$ cat config.mk
export PLATFORM = sky130hd
export DESIGN_NAME = conv_array_ctrl_flat
export DESIGN_NICKNAME = d
export VERILOG_FILES = /design/src/rtl/conv_pkg.sv /design/src/rtl/conv_array_ctrl_if.sv /design/src/rtl/conv_tag_delay.sv /design/src/rtl/conv_array_ctrl.sv /design/src/flat_wrapper.sv
export SDC_FILE = /design/constraint.sdc
export NUM_CORES = 1
export LEC_CHECK = 0
export BUFFER_PORTS_ARGS = -buffer_cell sky130_fd_sc_hd__buf_2
export CORE_MARGIN = 4
export CORE_UTILIZATION = 46
export DETAILED_ROUTE_END_ITERATION = 10
export PLACE_DENSITY = 0.76
export SYNTH_ARGS = -nofsm -noshare
export SYNTH_HDL_FRONTEND = slang
export SYNTH_SLANG_ARGS = --single-unit
$ cat constraint.sdc
create_clock -name clk -period 2.6 [get_ports clk]
set_input_delay 0.13 -clock clk [delete_from_list [all_inputs] [get_ports clk]]
set_output_delay 0.13 -clock clk [all_outputs]
set_load 0.05 [all_outputs]
$ cat src/rtl/conv_pkg.sv
// Shared types and default sizing for the systolic convolution array sequencer.
package conv_pkg;

  typedef enum logic [2:0] {
    StIdle,
    StLoadW,
    StStream,
    StDrain,
    StWaitY,
    StDone
  } conv_state_e;

  localparam int unsigned ConvK     = 3;
  localparam int unsigned ConvLat   = 3;
  localparam int unsigned ConvDataW = 8;
  localparam int unsigned ConvAccW  = 20;
  localparam int unsigned ConvLenW  = 10;

endpackage

$ cat src/rtl/conv_array_ctrl_if.sv
// Bundles the job, weight, sample, array and result signals of the convolution sequencer.
interface conv_array_ctrl_if
  import conv_pkg::*;
#(
  parameter int unsigned K      = ConvK,
  parameter int unsigned DATA_W = ConvDataW,
  parameter int unsigned ACC_W  = ConvAccW,
  parameter int unsigned LEN_W  = ConvLenW
) ();

  logic              start;
  logic [LEN_W-1:0]  len;
  logic              busy;
  logic              done;
  logic              w_valid;
  logic [DATA_W-1:0] w_data;
  logic              w_ready;
  logic              x_valid;
  logic [DATA_W-1:0] x_data;
  logic              x_ready;
  logic              arr_en;
  logic [DATA_W-1:0] arr_x;
  logic [K-1:0]      arr_w_sel;
  logic [DATA_W-1:0] arr_w_data;
  logic [ACC_W-1:0]  arr_y;
  logic              y_valid;
  logic [ACC_W-1:0]  y_data;
  logic              y_ready;

  // Controller side.
  modport slave (
    input  start, len, w_valid, w_data, x_valid, x_data, arr_y, y_ready,
    output busy, done, w_ready, x_ready, arr_en, arr_x, arr_w_sel, arr_w_data, y_valid, y_data
  );

  // Environment side: job source, streams, array and result consumer.
  modport master (
    output start, len, w_valid, w_data, x_valid, x_data, arr_y, y_ready,
    input  busy, done, w_ready, x_ready, arr_en, arr_x, arr_w_sel, arr_w_data, y_valid, y_data
  );

endinterface

$ cat src/rtl/conv_tag_delay.sv
// Enable-gated 1-bit delay line that tracks which array steps carry a valid result.
module conv_tag_delay #(
  parameter int unsigned Lat = 3
) (
  input  logic clk_i,
  input  logic rst_i,
  input  logic en_i,
  input  logic d_i,
  output logic q_o
);

  logic [Lat-1:0] tag_q, tag_d;

  always_comb begin
    tag_d = tag_q;
    if (en_i) begin
      tag_d[0] = d_i;
      for (int i = 1; i < Lat; i++) begin
        tag_d[i] = tag_q[i-1];
      end
    end
  end

  always_ff @(posedge clk_i) begin
    if (rst_i) begin
      tag_q <= '0;
    end else begin
      tag_q <= tag_d;
    end
  end

  assign q_o = tag_q[Lat-1];

endmodule

$ cat src/rtl/conv_array_ctrl.sv
// Sequencer for a K-tap systolic convolution array: loads weights, streams samples, drains results.
module conv_array_ctrl
  import conv_pkg::*;
#(
  parameter int unsigned K      = ConvK,
  parameter int unsigned LAT    = ConvLat,
  parameter int unsigned DATA_W = ConvDataW,
  parameter int unsigned ACC_W  = ConvAccW,
  parameter int unsigned LEN_W  = ConvLenW
) (
  input logic               clk,
  input logic               rst,
  conv_array_ctrl_if.slave  ctrl_io
);

  localparam int unsigned WidxW = $clog2(K);

  conv_state_e       state_q, state_d;
  logic [WidxW-1:0]  widx_q, widx_d;
  logic [LEN_W-1:0]  sidx_q, sidx_d;
  logic [LEN_W-1:0]  drain_q, drain_d;
  logic [LEN_W-1:0]  len_q, len_d;
  logic              y_valid_q, y_valid_d;
  logic [ACC_W-1:0]  y_data_q, y_data_d;

  logic              stall;
  logic              w_ready;
  logic              x_ready;
  logic              arr_en;
  logic [DATA_W-1:0] arr_x;
  logic [K-1:0]      arr_w_sel;
  logic [DATA_W-1:0] arr_w_data;
  logic              tag_in;
  logic              tag_out;
  logic              capture;

  // A held result blocks every array step so the output slot is always free on capture.
  assign stall = y_valid_q & ~ctrl_io.y_ready;

  always_comb begin
    state_d    = state_q;
    widx_d     = widx_q;
    sidx_d     = sidx_q;
    drain_d    = drain_q;
    len_d      = len_q;
    w_ready    = 1'b0;
    x_ready    = 1'b0;
    arr_en     = 1'b0;
    arr_x      = '0;
    arr_w_sel  = '0;
    arr_w_data = '0;
    tag_in     = 1'b0;
    unique case (state_q)
      StIdle: begin
        if (ctrl_io.start) begin
          len_d   = ctrl_io.len;
          widx_d  = '0;
          sidx_d  = '0;
          drain_d = '0;
          state_d = StLoadW;
        end
      end
      StLoadW: begin
        w_ready = 1'b1;
        if (ctrl_io.w_valid) begin
          arr_w_sel  = K'(1) << widx_q;
          arr_w_data = ctrl_io.w_data;
          widx_d     = widx_q + 1'b1;
          if (widx_q == WidxW'(K - 1)) begin
            state_d = (len_q >= LEN_W'(K)) ? StStream : StDone;
          end
        end
      end
      StStream: begin
        x_ready = ~stall;
        arr_en  = ctrl_io.x_valid & ~stall;
        if (arr_en) begin
          arr_x  = ctrl_io.x_data;
          // The first K-1 steps only prime the array; later steps complete a window.
          tag_in = (sidx_q >= LEN_W'(K - 1));
          sidx_d = sidx_q + 1'b1;
          if (sidx_q == len_q - 1'b1) begin
            drain_d = '0;
            state_d = StDrain;
          end
        end
      end
      StDrain: begin
        arr_en = ~stall;
        if (arr_en) begin
          drain_d = drain_q + 1'b1;
          if (drain_q == LEN_W'(LAT - 1)) begin
            state_d = StWaitY;
          end
        end
      end
      StWaitY: begin
        if (!y_valid_q) begin
          state_d = StDone;
        end
      end
      StDone: begin
        state_d = StIdle;
      end
      default: begin
        state_d = StIdle;
      end
    endcase
  end

  conv_tag_delay #(
    .Lat (LAT)
  ) u_tag_delay (
    .clk_i (clk),
    .rst_i (rst),
    .en_i  (arr_en),
    .d_i   (tag_in),
    .q_o   (tag_out)
  );

  assign capture = arr_en & tag_out;

  always_comb begin
    y_valid_d = y_valid_q;
    y_data_d  = y_data_q;
    if (capture) begin
      y_valid_d = 1'b1;
      y_data_d  = ctrl_io.arr_y;
    end else if (y_valid_q && ctrl_io.y_ready) begin
      y_valid_d = 1'b0;
    end
  end

  always_ff @(posedge clk) begin
    if (rst) begin
      state_q   <= StIdle;
      widx_q    <= '0;
      sidx_q    <= '0;
      drain_q   <= '0;
      len_q     <= '0;
      y_valid_q <= 1'b0;
      y_data_q  <= '0;
    end else begin
      state_q   <= state_d;
      widx_q    <= widx_d;
      sidx_q    <= sidx_d;
      drain_q   <= drain_d;
      len_q     <= len_d;
      y_valid_q <= y_valid_d;
      y_data_q  <= y_data_d;
    end
  end

  assign ctrl_io.busy       = (state_q != StIdle);
  assign ctrl_io.done       = (state_q == StDone);
  assign ctrl_io.w_ready    = w_ready;
  assign ctrl_io.x_ready    = x_ready;
  assign ctrl_io.arr_en     = arr_en;
  assign ctrl_io.arr_x      = arr_x;
  assign ctrl_io.arr_w_sel  = arr_w_sel;
  assign ctrl_io.arr_w_data = arr_w_data;
  assign ctrl_io.y_valid    = y_valid_q;
  assign ctrl_io.y_data     = y_data_q;

endmodule

$ cat src/flat_wrapper.sv
// flat-port wrapper written by rule: the top's interface ports become plain ports
module conv_array_ctrl_flat import conv_pkg::*;
#(
  parameter int unsigned K      = ConvK,
  parameter int unsigned LAT    = ConvLat,
  parameter int unsigned DATA_W = ConvDataW,
  parameter int unsigned ACC_W  = ConvAccW,
  parameter int unsigned LEN_W  = ConvLenW
)
  (clk, rst, ctrl_io_start, ctrl_io_len, ctrl_io_w_valid, ctrl_io_w_data, ctrl_io_x_valid, ctrl_io_x_data, ctrl_io_arr_y, ctrl_io_y_ready, ctrl_io_busy, ctrl_io_done, ctrl_io_w_ready, ctrl_io_x_ready, ctrl_io_arr_en, ctrl_io_arr_x, ctrl_io_arr_w_sel, ctrl_io_arr_w_data, ctrl_io_y_valid, ctrl_io_y_data);
  conv_array_ctrl_if #(.K(K), .DATA_W(DATA_W), .ACC_W(ACC_W), .LEN_W(LEN_W)) ctrl_io_i ();
  input logic clk;
  input logic rst;
  input wire logic [$bits(ctrl_io_i.start)-1:0] ctrl_io_start;
  input wire logic [$bits(ctrl_io_i.len)-1:0] ctrl_io_len;
  input wire logic [$bits(ctrl_io_i.w_valid)-1:0] ctrl_io_w_valid;
  input wire logic [$bits(ctrl_io_i.w_data)-1:0] ctrl_io_w_data;
  input wire logic [$bits(ctrl_io_i.x_valid)-1:0] ctrl_io_x_valid;
  input wire logic [$bits(ctrl_io_i.x_data)-1:0] ctrl_io_x_data;
  input wire logic [$bits(ctrl_io_i.arr_y)-1:0] ctrl_io_arr_y;
  input wire logic [$bits(ctrl_io_i.y_ready)-1:0] ctrl_io_y_ready;
  output wire logic [$bits(ctrl_io_i.busy)-1:0] ctrl_io_busy;
  output wire logic [$bits(ctrl_io_i.done)-1:0] ctrl_io_done;
  output wire logic [$bits(ctrl_io_i.w_ready)-1:0] ctrl_io_w_ready;
  output wire logic [$bits(ctrl_io_i.x_ready)-1:0] ctrl_io_x_ready;
  output wire logic [$bits(ctrl_io_i.arr_en)-1:0] ctrl_io_arr_en;
  output wire logic [$bits(ctrl_io_i.arr_x)-1:0] ctrl_io_arr_x;
  output wire logic [$bits(ctrl_io_i.arr_w_sel)-1:0] ctrl_io_arr_w_sel;
  output wire logic [$bits(ctrl_io_i.arr_w_data)-1:0] ctrl_io_arr_w_data;
  output wire logic [$bits(ctrl_io_i.y_valid)-1:0] ctrl_io_y_valid;
  output wire logic [$bits(ctrl_io_i.y_data)-1:0] ctrl_io_y_data;
  assign ctrl_io_i.start = ctrl_io_start;
  assign ctrl_io_i.len = ctrl_io_len;
  assign ctrl_io_i.w_valid = ctrl_io_w_valid;
  assign ctrl_io_i.w_data = ctrl_io_w_data;
  assign ctrl_io_i.x_valid = ctrl_io_x_valid;
  assign ctrl_io_i.x_data = ctrl_io_x_data;
  assign ctrl_io_i.arr_y = ctrl_io_arr_y;
  assign ctrl_io_i.y_ready = ctrl_io_y_ready;
  assign ctrl_io_busy = ctrl_io_i.busy;
  assign ctrl_io_done = ctrl_io_i.done;
  assign ctrl_io_w_ready = ctrl_io_i.w_ready;
  assign ctrl_io_x_ready = ctrl_io_i.x_ready;
  assign ctrl_io_arr_en = ctrl_io_i.arr_en;
  assign ctrl_io_arr_x = ctrl_io_i.arr_x;
  assign ctrl_io_arr_w_sel = ctrl_io_i.arr_w_sel;
  assign ctrl_io_arr_w_data = ctrl_io_i.arr_w_data;
  assign ctrl_io_y_valid = ctrl_io_i.y_valid;
  assign ctrl_io_y_data = ctrl_io_i.y_data;
  conv_array_ctrl #(.K(K), .LAT(LAT), .DATA_W(DATA_W), .ACC_W(ACC_W), .LEN_W(LEN_W)) u_core (.clk(clk), .rst(rst), .ctrl_io(ctrl_io_i));
endmodule
==> out/summary.txt, run 1 <==
Clock Latency Late Sink: 330 ps
First-pass GRT wire length: 13.4 mm
Area contributors post-synth: dfxtp_1, nand2_1, a21oi_1, and3_1, ha_1
DRT met1 WL: 3.57 mm
Clk root buf: clkbuf_8
Hold wc startpoint: ctrl_io_arr_y[13]
Reg-to-reg startpoint: u_core.len_q[0]
Dominant cell type by area after synthesis: dfxtp_1
Pins over their slew limit: 0
Initial antenna violation count: 0
Port Buffers: 96
Antenna Nets Post-Route: 0
1st-pass router iterations: 5
Final Cell Area: 3970 um2
Async set-reset flop share out of synthesis: 0%
Top-area cell type share of the netlist area: 38.0%
Syn nets: 463
RSZ-0062 raised after global routing: true
Worst EP required: 2870 ps
Initial Utilization: 48.2%
Yosys cell types: 50
Vias per cell: 5.48
Mapped Cells: 402
ANT cells: 0
Met3 wire len: 636 um
Reg clk slew, reported paths: 70 ps
Crit path capture type: register
Core area: 6460 um2
WHS Endpoint: u_core.ctrl_io.y_data[13]
GRT Resource Usage Total: 19.6%
Area delta synth->final: 27.7%
Hold Crit Class: in -> reg
Fin nets: 561
Post-layout minimum cycle time: 2590 ps
Routed len/inst: 14.0 um
Rows: 29
Final hold slack: 24.0 ps
Cell Chain, Critical Path: buf_4 > nor3_2 > o2111ai_2 > a2111oi_4 > o2111ai_2 > o21a_2 > or4_4 > a21oi_2
Yosys warns: 0
Met2 WL: 3.82 mm
Clock Skews: 6.24 ps
Gpl congestion: 0.928
Worst hold path cell count: 3
WS Path Type: reg -> reg
Fmax: 386 MHz
R2R depth: 8
Via Count: 3181
Critical path launch point type: register
Top-count cell post-synth: nand2_1
Vias in the first global route: 2973
Rel. slew slack: 55.8%
Max Cap Viol: 0
Cts-stage hold buffer count: 0
Critical R2R Capture: u_core.drain_q[7]
First DRT Iteration DRCs: 179
Clk sink count: 59
Static Leak: 1.74 nW
Outcome: finished, final reports clean
Final setup vio count: 0
CP delay by family, top: compound AO/OA/AOI/OAI gates
DR top layer: met4
# IOs: 97
Post-DP HPWL: 5.95 mm
Sequential share of the synthesized area: 38.0%
Final worst-path cycle share: 99.6%
Dpl cell area: 3680 um2
Fin cells: 581
TritonCTS clock tree: built
Ys flop type: dfxtp_1
Cell area power density: 820 nW/um2
Die Height: 90.2 um
Pin count of the biggest net entering global routing: 30
Most used cell, CP: o2111ai_2
Slew @ Worst Pin: 663 ps
Dpl cells: 565
Critical Path AT: 2860 ps
Largest buffer count on any clock path: 2
Worst R2R Setup Slack: 10 ps
H-tree levels: 3
Maximum vdd drop: 0.510 mV
Critical path's slowest cell: or4_4
Syn Std Cell Area: 3110 um2
Die width: 90.2 um
Die ar.: 8140 um2
Buf+Inv Stages, Crit Path: 1
Post-Route WL: 8.16 mm
Largest fanout on the critical path: 6
TritonCTS Buffers: 9
Layout cell share with drive strength beyond 1: 30.0%
DRC Markers: 0
Most common library cells after synthesis: nand2_1, dfxtp_1, a21oi_1
Register bit total from synthesis: 59
Remaining Overflow, GRT: 0
Final Hold Fails: 0
Synthesized area per cell: 7.74 um2
Worst path max stage delay: 520 ps
Number of fill cells: 573
Number of synthesized flops with an enable pin: 0
## routing by layer
metal	track usage (%)	up-vias
li1	-	1600
met1	24.7	1444
met2	32.3	120
met3	4.84	17
met4	7.14	0
met5	0	-
## cells by family after synthesis
group	after synthesis	share of synthesized area, %
AOI/OAI and AO/OA	86	17.0
muxes	6	1.97
buffers and inverters	39	5.75
and+or+nand+nor	185	28.6
xor gates and xnor gates	18	5.07
DFF	59	38.0
adders and majority gates	9	3.62
## sequential cells by signal, indices dropped and copies added, names as in the netlist
| register | count |
|---|---|
| u_core.len_q | 10 |
| u_core.sidx_q | 10 |
| u_core.widx_q | 2 |
| u_core.state_q | 3 |
| u_core.drain_q | 10 |
| u_core.u_tag_delay.tag_q | 3 |
| u_core.ctrl_io.y_valid | 1 |
| u_core.ctrl_io.y_data | 20 |
## cells in the final DEF, fill, tap and decap left out, types with 4 or more instances in the layout
cell / instances
or4_1: 6
buf_2: 96
mux2i_1: 4
nand2b_1: 4
nor2_1: 28
nand2_1: 82
dfxtp_2: 4
clkbuf_8: 9
dfxtp_1: 54
inv_1: 16
a21oi_1: 45
and2_1: 4
o41ai_1: 4
ha_1: 8
and3_1: 25
xnor2_1: 6
xor2_1: 11
nor3_1: 6
o21ai_0: 7
buf_4: 14
nand3_1: 10
o31ai_1: 4
## what timing repair did
| action | 4_1_cts | 5_1_grt |
|---|---|---|
| cloned | 0 | 0 |
| pin swaps | 2 | 10 |
| endpoints found under the setup margin | 4 | 12 |
| gates resized for setup | 3 | 18 |
| setup buffers | 1 | 0 |
## layout make-up
| class | instances | area, um2 | area share (%) |
|---|---|---|---|
| Multi-Input combinational cell | 304 | 1850 | 46.6 |
| Sequential cell | 59 | 1190 | 30.0 |
| Timing Repair Buffer | 110 | 586 | 14.7 |
| Clock buffer | 9 | 124 | 3.12 |
| Tap cell | 77 | 96.3 | 2.43 |
| Clock inverter | 6 | 66.3 | 1.67 |
| Inverter | 16 | 60.1 | 1.51 |
## worst max path at each step
stage | to | slack [ps] | from | cells past startpoint
floorplan | u_core.drain_q[5] | 20 | u_core.len_q[0] | 10
global placement | u_core.drain_q[9] | 100 | u_core.len_q[3] | 7
detailed placement | u_core.drain_q[7] | -3 | u_core.len_q[3] | 7
CTS | u_core.drain_q[7] | 1 | u_core.len_q[3] | 7
global route | u_core.drain_q[7] | -80 | u_core.len_q[0] | 9
finish | u_core.drain_q[7] | 10 | u_core.len_q[0] | 8
## power breakdown
part | internal [mW] | switching, mW | leakage (nW)
clock | 0.438 | 0.366 | 0.0877
sequential | 0.964 | 0.0744 | 0.479
combinational | 0.499 | 0.918 | 1.17
## worst register-to-register path, stage by stage, from the launching register on
cell	delay [ps]
dfxtp_2	320
buf_4	150
nor3_2	370
o2111ai_2	190
a2111oi_4	380
o2111ai_2	200
o21a_2	270
or4_4	520
a21oi_2	130
## through the flow
step	util [%]	power, mW	setup WS, ps	TNS [ps]
4_1_cts	60.2	3.18	1.50	0
5_1_grt	61.5	3.45	-78.3	-310
3_5_place_dp	57.0	2.35	-2.82	-2.82
6_report	61.5	3.26	11.1	0
2_1_floorplan	-	2.04	17.8	0
3_3_place_gp	57.0	2.32	103	0
(Power assumes the default switching activity.)
==> run 2, diff against run 1 <==
Settings changed: CORE_UTILIZATION 46 to 51, PLACE_DENSITY 0.76 to 0.8.
Clock period 2.6 ns to 2.5 ns, I/O delays scaled along.
==> run 2 against run 1 <==
Utilization up 6.8 points; sequential share of layout area down 0.69 points; sequential power about the same; the flow now finishes with violations (negative setup slack); clock skew down 0.71 ps; largest power group unchanged; clock-buffer cell count up 3; register-to-register slack worse by 50 ps; highest routed layer unchanged; hold slack worse by 9.0 ps; design area up 1.8%; largest cell class unchanged; global-route usage up 3.9 points; critical path type unchanged.
==> out/summary.txt, run 2 (synthesis results as in run 1) <==
Critical path launch point type: register (unchanged)
Final Cell Area: 4050 um2 (was 3970 um2)
Fin util: 68.3% (was 61.5%)
Gpl congestion: 0.913 (was 0.928)
Static Leak: 1.79 nW (was 1.74 nW)
Slack of the critical path: -43.6 ps (was 11.1 ps)
H-tree levels: 3 (unchanged)
DRC Markers: 0 (unchanged)
Die Height: 86.1 um (was 90.2 um)
Clk sink count: 59 (unchanged)
Hold Crit Class: in -> reg (unchanged)
Dpl cells: 569 (was 565)
Commonest non-fill, non-tap cell in the layout: buf_2 (unchanged)
Vias per cell: 5.55 (was 5.48)
Maximum vdd drop: 0.545 mV (was 0.510 mV)
Commonest non-fill, non-tap cells in the layout: buf_2, nand2_1, dfxtp_1, a21oi_1, nor2_1 (unchanged)
Largest fanout on the critical path: 6 (unchanged)
Final Hold Fails: 0 (unchanged)
Failing checks: negative setup slack
1st-pass router iterations: 4 (was 5)
Reg clk slew, reported paths: 70 ps (about the same)
Remaining Overflow, GRT: 0 (unchanged)
Max reg flops: 20 (unchanged)
Worst EP required: 2770 ps (was 2870 ps)
Layout cell share with drive strength beyond 1: 30.7% (was 30.0%)
Rel. slew slack: 55.2% (was 55.8%)
Die width: 86.1 um (was 90.2 um)
Fin cells: 586 (was 581)
Slew @ Worst Pin: 671 ps (was 663 ps)
TritonCTS Buffers: 9 (unchanged)
WS Path Type: reg -> reg (unchanged)
Post-Route WL: 8.49 mm (was 8.16 mm)
Pin count of the biggest net entering global routing: 32 (was 30)
Cell area power density: 865 nW/um2 (was 820 nW/um2)
Final setup vio count: 3 (was 0)
Fin nets: 567 (was 561)
Clock Latency Late Sink: 340 ps (was 330 ps)
Vias in the first global route: 3096 (was 2973)
TritonCTS clock tree: built (unchanged)
Final worst-path cycle share: 102% (was 99.6%)
Crit path capture type: register (unchanged)
Via Count: 3255 (was 3181)
Max Cap Viol: 0 (unchanged)
Clock Skews: 5.53 ps (was 6.24 ps)
Initial Utilization: 52.6% (was 48.2%)
GRT Resource Usage Total: 23.5% (was 19.6%)
Largest buffer count on any clock path: 2 (unchanged)
First-pass GRT wire length: 14.1 mm (was 13.4 mm)
Area delta synth->final: 30.0% (was 27.7%)
Core area: 5920 um2 (was 6460 um2)
Port Buffers: 96 (unchanged)
Dpl cell area: 3730 um2 (was 3680 um2)
Antenna Nets Post-Route: 0 (unchanged)
Critical Path AT: 2820 ps (was 2860 ps)
Post-DP HPWL: 6.08 mm (was 5.95 mm)
Routed len/inst: 14.5 um (was 14.0 um)
Final hold slack: 15.0 ps (was 24.0 ps)
Pins over their slew limit: 0 (unchanged)
Post-layout minimum cycle time: 2540 ps (was 2590 ps)
First DRT Iteration DRCs: 144 (was 179)
Cts-stage hold buffer count: 0 (unchanged)
ANT cells: 0 (unchanged)
Initial antenna violation count: 0 (unchanged)
Outcome: finished, violations left (was finished, final reports clean)
RSZ-0062 raised after global routing: true (unchanged)
Rows: 28 (was 29)
Die ar.: 7410 um2 (was 8140 um2)
Fmax: 393 MHz (was 386 MHz)
# IOs: 97 (unchanged)
Clk root buf: clkbuf_8 (unchanged)
-- run 2: cell count changes in the layout (fill, tap and decap cells not counted), moves of 2 or more --
| cell | before | now |
|---|---|---|
| clkbuf_1 | 0 | 2 |
| inv_1 | 16 | 14 |
| dfxtp_1 | 54 | 57 |
| nor4_2 | 0 | 2 |
| dfxtp_2 | 4 | 2 |
| o31ai_4 | 0 | 2 |
| inv_2 | 0 | 2 |
| o31ai_1 | 4 | 2 |
| buf_4 | 14 | 20 |
| nor4_1 | 3 | 1 |
-- run 2: path summary, 6_finish.rpt --
check	depth (start not counted)	slack (ps)	end	from
setup / recovery	7	-40	u_core.drain_q[9]	u_core.len_q[3]
setup reg to reg	7	-40	u_core.drain_q[9]	u_core.len_q[3]
hold reg to reg	2	450	u_core.ctrl_io.y_data[6]	u_core.ctrl_io.y_data[6]
hold / removal	3	10	u_core.ctrl_io.y_data[19]	ctrl_io_arr_y[19]
-- run 2: routing by layer --
metal / up-vias / track usage (%) / share of wire [%]
li1: 1610 / - / -
met1: 1515 / 28.2 / 42
met5: - / 0 / 0
met4: 0 / 10.1 / 1.8
met3: 16 / 6.34 / 7.4
met2: 114 / 39.3 / 49
-- run 2: critical path, cell delays in order (launching register included) --
cell and delay [ps]:
dfxtp_1 310, or4_4 550, or3_1 320, a32oi_1 200, mux2i_1 140, o21a_2 280, or4_4 530, a21oi_2 140
-- run 2: area by class of cell --
type,instances,area [um2]
Clock inverter,4,50.0
Multi-Input combinational cell,304,1880
Fill cell,477,1880
Tap cell,75,93.8
Sequential cell,59,1180
Timing Repair Buffer,116,631
Inverter,16,60.1
Clock buffer,12,145
-- run 2: where the power goes --
| part | leakage, nW | switching, mW | total [mW] | internal (mW) |
|---|---|---|---|---|
| Clock | 0.0926 | 0.381 | 0.867 | 0.486 |
| Sequential | 0.478 | 0.0599 | 1.06 | 1.00 |
| Combinational | 1.22 | 0.990 | 1.57 | 0.580 |
-- run 2: per-stage QoR --
stage | setup TNS, ps | worst slack (ps) | power, mW
global route | -925 | -144 | 3.70
finish | -66.4 | -43.6 | 3.50
floorplan | 0 | 3.06 | 2.12
global placement | -66.6 | -26.6 | 2.48
CTS | -5.26 | -5.26 | 3.40
detailed placement | -149 | -55.6 | 2.51
-- run 2: timing repair --
item	in CTS	in global routing
pin swaps	5	7
resized for setup	5	18
buffers inserted	1	0
hold endpoints to repair	0	0
endpoints found under the setup margin	6	12
==> run 3, diff against run 2 <==
Settings changed: CORE_ASPECT_RATIO set to 0.8, CORE_UTILIZATION 51 to 53, CTS_BUF_LIST set to sky130_fd_sc_hd__clkbuf_8, PLACE_DENSITY 0.8 to 0.82.
==> run 3 against run 2 <==
The run still ends with negative setup slack left; worst setup slack better by 28 ps; critical path type unchanged; die area down 3.3%; highest routed layer unchanged; fmax up 1.1%.
==> out/summary.txt, run 3 (synthesis results as in run 1) <==
Port Buffers: 96 (unchanged)
Buf+Inv Stages, Crit Path: 0 (unchanged)
Critical path launch point type: register (unchanged)
Worst R2R Setup Slack: -20 ps (was -40 ps)
Worst path max stage delay: 560 ps (was 550 ps)
Max reg flops: 20 (unchanged)
Final hold slack: 16.0 ps (was 15.0 ps)
Hold wc startpoint: ctrl_io_arr_y[16] (was ctrl_io_arr_y[19])
Reg clk slew, reported paths: 70 ps (about the same)
Vias per cell: 5.64 (was 5.55)
Clock Latency Late Sink: 330 ps (was 340 ps)
Die ar.: 7170 um2 (was 7410 um2)
Core area: 5560 um2 (was 5920 um2)
Sw Ratio: 39.0% (was 40.9%)
Pins over their slew limit: 0 (unchanged)
Via Count: 3337 (was 3255)
Failing checks: negative setup slack (unchanged)
Clk root buf: clkbuf_8 (unchanged)
TritonCTS Buffers: 9 (unchanged)
Cell area power density: 897 nW/um2 (was 865 nW/um2)
Routed len/inst: 14.9 um (was 14.5 um)
TritonCTS clock tree: built (unchanged)
Pin count of the biggest net entering global routing: 25 (was 32)
Rows: 24 (was 28)
Final setup vio count: 2 (was 3)
Clock network fraction of design power: 29.0% (was 24.8%)
WHS Endpoint: u_core.ctrl_io.y_data[16] (was u_core.ctrl_io.y_data[19])
Number of fill cells: 458 (was 477)
1st-pass router iterations: 5 (was 4)
Crit path capture type: register (unchanged)
Final worst-path cycle share: 101% (was 102%)
Clock Skews: 5.10 ps (was 5.53 ps)
Critical Path AT: 2790 ps (was 2820 ps)
Remaining Overflow, GRT: 0 (unchanged)
Fin nets: 570 (was 567)
Cell Chain, Critical Path: or4_4 > or3_4 > a32oi_2 > mux2i_2 > o21a_2 > or4_1 > a21oi_1 (was or4_4 > or3_1 > a32oi_1 > mux2i_1 > o21a_2 > or4_4 > a21oi_2)
Slack of the critical path: -15.8 ps (was -43.6 ps)
Reg-to-reg startpoint: u_core.len_q[5] (was u_core.len_q[3])
Slew @ Worst Pin: 578 ps (was 671 ps)
Critical path's slowest cell: or4_4 (unchanged)
Post-DP HPWL: 6.32 mm (was 6.08 mm)
Worst hold path cell count: 3 (unchanged)
CP delay by family, top: simple AND/OR/NAND/NOR gates (unchanged)
Clk sink count: 59 (unchanged)
Initial Utilization: 56.0% (was 52.6%)
GRT Resource Usage Total: 24.5% (was 23.5%)
Die Height: 76.5 um (was 86.1 um)
Critical R2R Capture: u_core.drain_q[5] (was u_core.drain_q[9])
Layout cell share with drive strength beyond 1: 30.4% (was 30.7%)
Largest fanout on the critical path: 6 (unchanged)
Combinational share of power: 42.2% (was 44.9%)
Setup tns final: -20.6 ps (was -66.4 ps)
Maximum vdd drop: 0.414 mV (was 0.545 mV)
Hold Crit Class: in -> reg (unchanged)
Vias in the first global route: 3042 (was 3096)
R2R depth: 7 (unchanged)
DRC Markers: 0 (unchanged)
Largest buffer count on any clock path: 2 (unchanged)
Die width: 93.7 um (was 86.1 um)
Initial antenna violation count: 0 (unchanged)
H-tree levels: 3 (unchanged)
First-pass GRT wire length: 14.2 mm (was 14.1 mm)
Internal power component: 2.23 mW (was 2.07 mW)
Commonest non-fill, non-tap cells in the layout: buf_2, nand2_1, dfxtp_1, a21oi_1, nor2_1 (unchanged)
ANT cells: 0 (unchanged)
P_sw: 1.43 mW (about the same)
Commonest non-fill, non-tap cell in the layout: buf_2 (unchanged)
Worst EP required: 2770 ps (about the same)
Static Leak: 1.82 nW (was 1.79 nW)
WS Path Type: reg -> reg (unchanged)
# IOs: 97 (unchanged)
Rel. slew slack: 61.3% (was 55.2%)
Post-Route WL: 8.84 mm (was 8.49 mm)
Cts-stage hold buffer count: 0 (unchanged)
Gpl congestion: 0.965 (was 0.913)
Area delta synth->final: 30.9% (was 30.0%)
Reg power frac: 28.8% (was 30.3%)
Final Hold Fails: 0 (unchanged)
First DRT Iteration DRCs: 241 (was 144)
Max Cap Viol: 0 (unchanged)
Post-layout minimum cycle time: 2520 ps (was 2540 ps)
RSZ-0062 raised after global routing: true (unchanged)
Outcome: finished, violations left (unchanged)
Antenna Nets Post-Route: 0 (unchanged)
Total Power: 3.66 mW (was 3.50 mW)
Fmax: 397 MHz (was 393 MHz)
-- run 3: cell count changes in the layout (fill, tap and decap cells not counted), sizes merged --
cell	delta
clkinvlp	-1
bufinv	+2
buf	+3
clkinv	-1
inv	+2
clkbuf	-2
-- run 3: per-layer routing --
metal / vias to the layer above / wire length [um] / global-route usage (%)
met2: 171 / 3930 / 36.8
met4: 0 / 155 / 7.50
li1: 1622 / - / -
met5: - / 0 / 0
met3: 18 / 887 / 9.08
met1: 1526 / 3860 / 32.8
-- run 3: worst max-delay path by stage --
stage	startpoint	to	slack [ps]	cells after the start
2_1_floorplan	u_core.len_q[2]	u_core.drain_q[5]	3	8
3_3_place_gp	u_core.len_q[2]	u_core.drain_q[7]	6	7
3_5_place_dp	u_core.len_q[2]	u_core.drain_q[5]	-80	7
4_1_cts	u_core.len_q[5]	u_core.drain_q[5]	5	7
5_1_grt	u_core.len_q[5]	u_core.drain_q[5]	-100	7
6_report	u_core.len_q[5]	u_core.drain_q[5]	-20	7
-- run 3: power by group through the flow --
stage | registers [mW] | logic [mW] | clock network [mW]
after floorplan | 1.08 | 1.04 | 0
after global placement | 1.07 | 1.35 | 0
after detailed placement | 1.07 | 1.38 | 0
after CTS | 1.05 | 1.47 | 1.07
after global routing | 1.06 | 1.67 | 1.13
final | 1.05 | 1.54 | 1.06
-- run 3: final cells by class --
cell class | count | area (um2) | share of cell area, %
Clock buffer | 10 | 138 | 3.38
Multi-Input combinational cell | 304 | 1840 | 45.1
Inverter | 16 | 60.1 | 1.47
Clock inverter | 6 | 105 | 2.58
Sequential cell | 59 | 1180 | 29.1
Timing Repair Buffer | 119 | 653 | 16.0
Tap cell | 78 | 97.6 | 2.40
-- run 3: metrics by stage --
stage	worst slack (ps)	instance area (um2)	util [%]	std cells
after detailed placement	-78.4	3720	67.0	571
after global placement	6.36	3720	67.0	571
after global routing	-100	4070	73.3	592
after CTS	5.40	4030	72.5	591
final	-15.8	4070	73.3	592
after floorplan	3.06	3130	-	402
-- run 3: tightest hold or removal path, delay by kind of cell --
kind	cells	cell delay [ps]
buf+inv	1	90
compound gates	1	50
simple gates	1	40
-- run 3: what timing repair did --
item	4_1_cts	5_1_grt
endpoints found under the hold margin	0	0
resized for setup	8	8
endpoints found under the setup margin	4	13
setup buffers	4	1
pin swaps	8	3
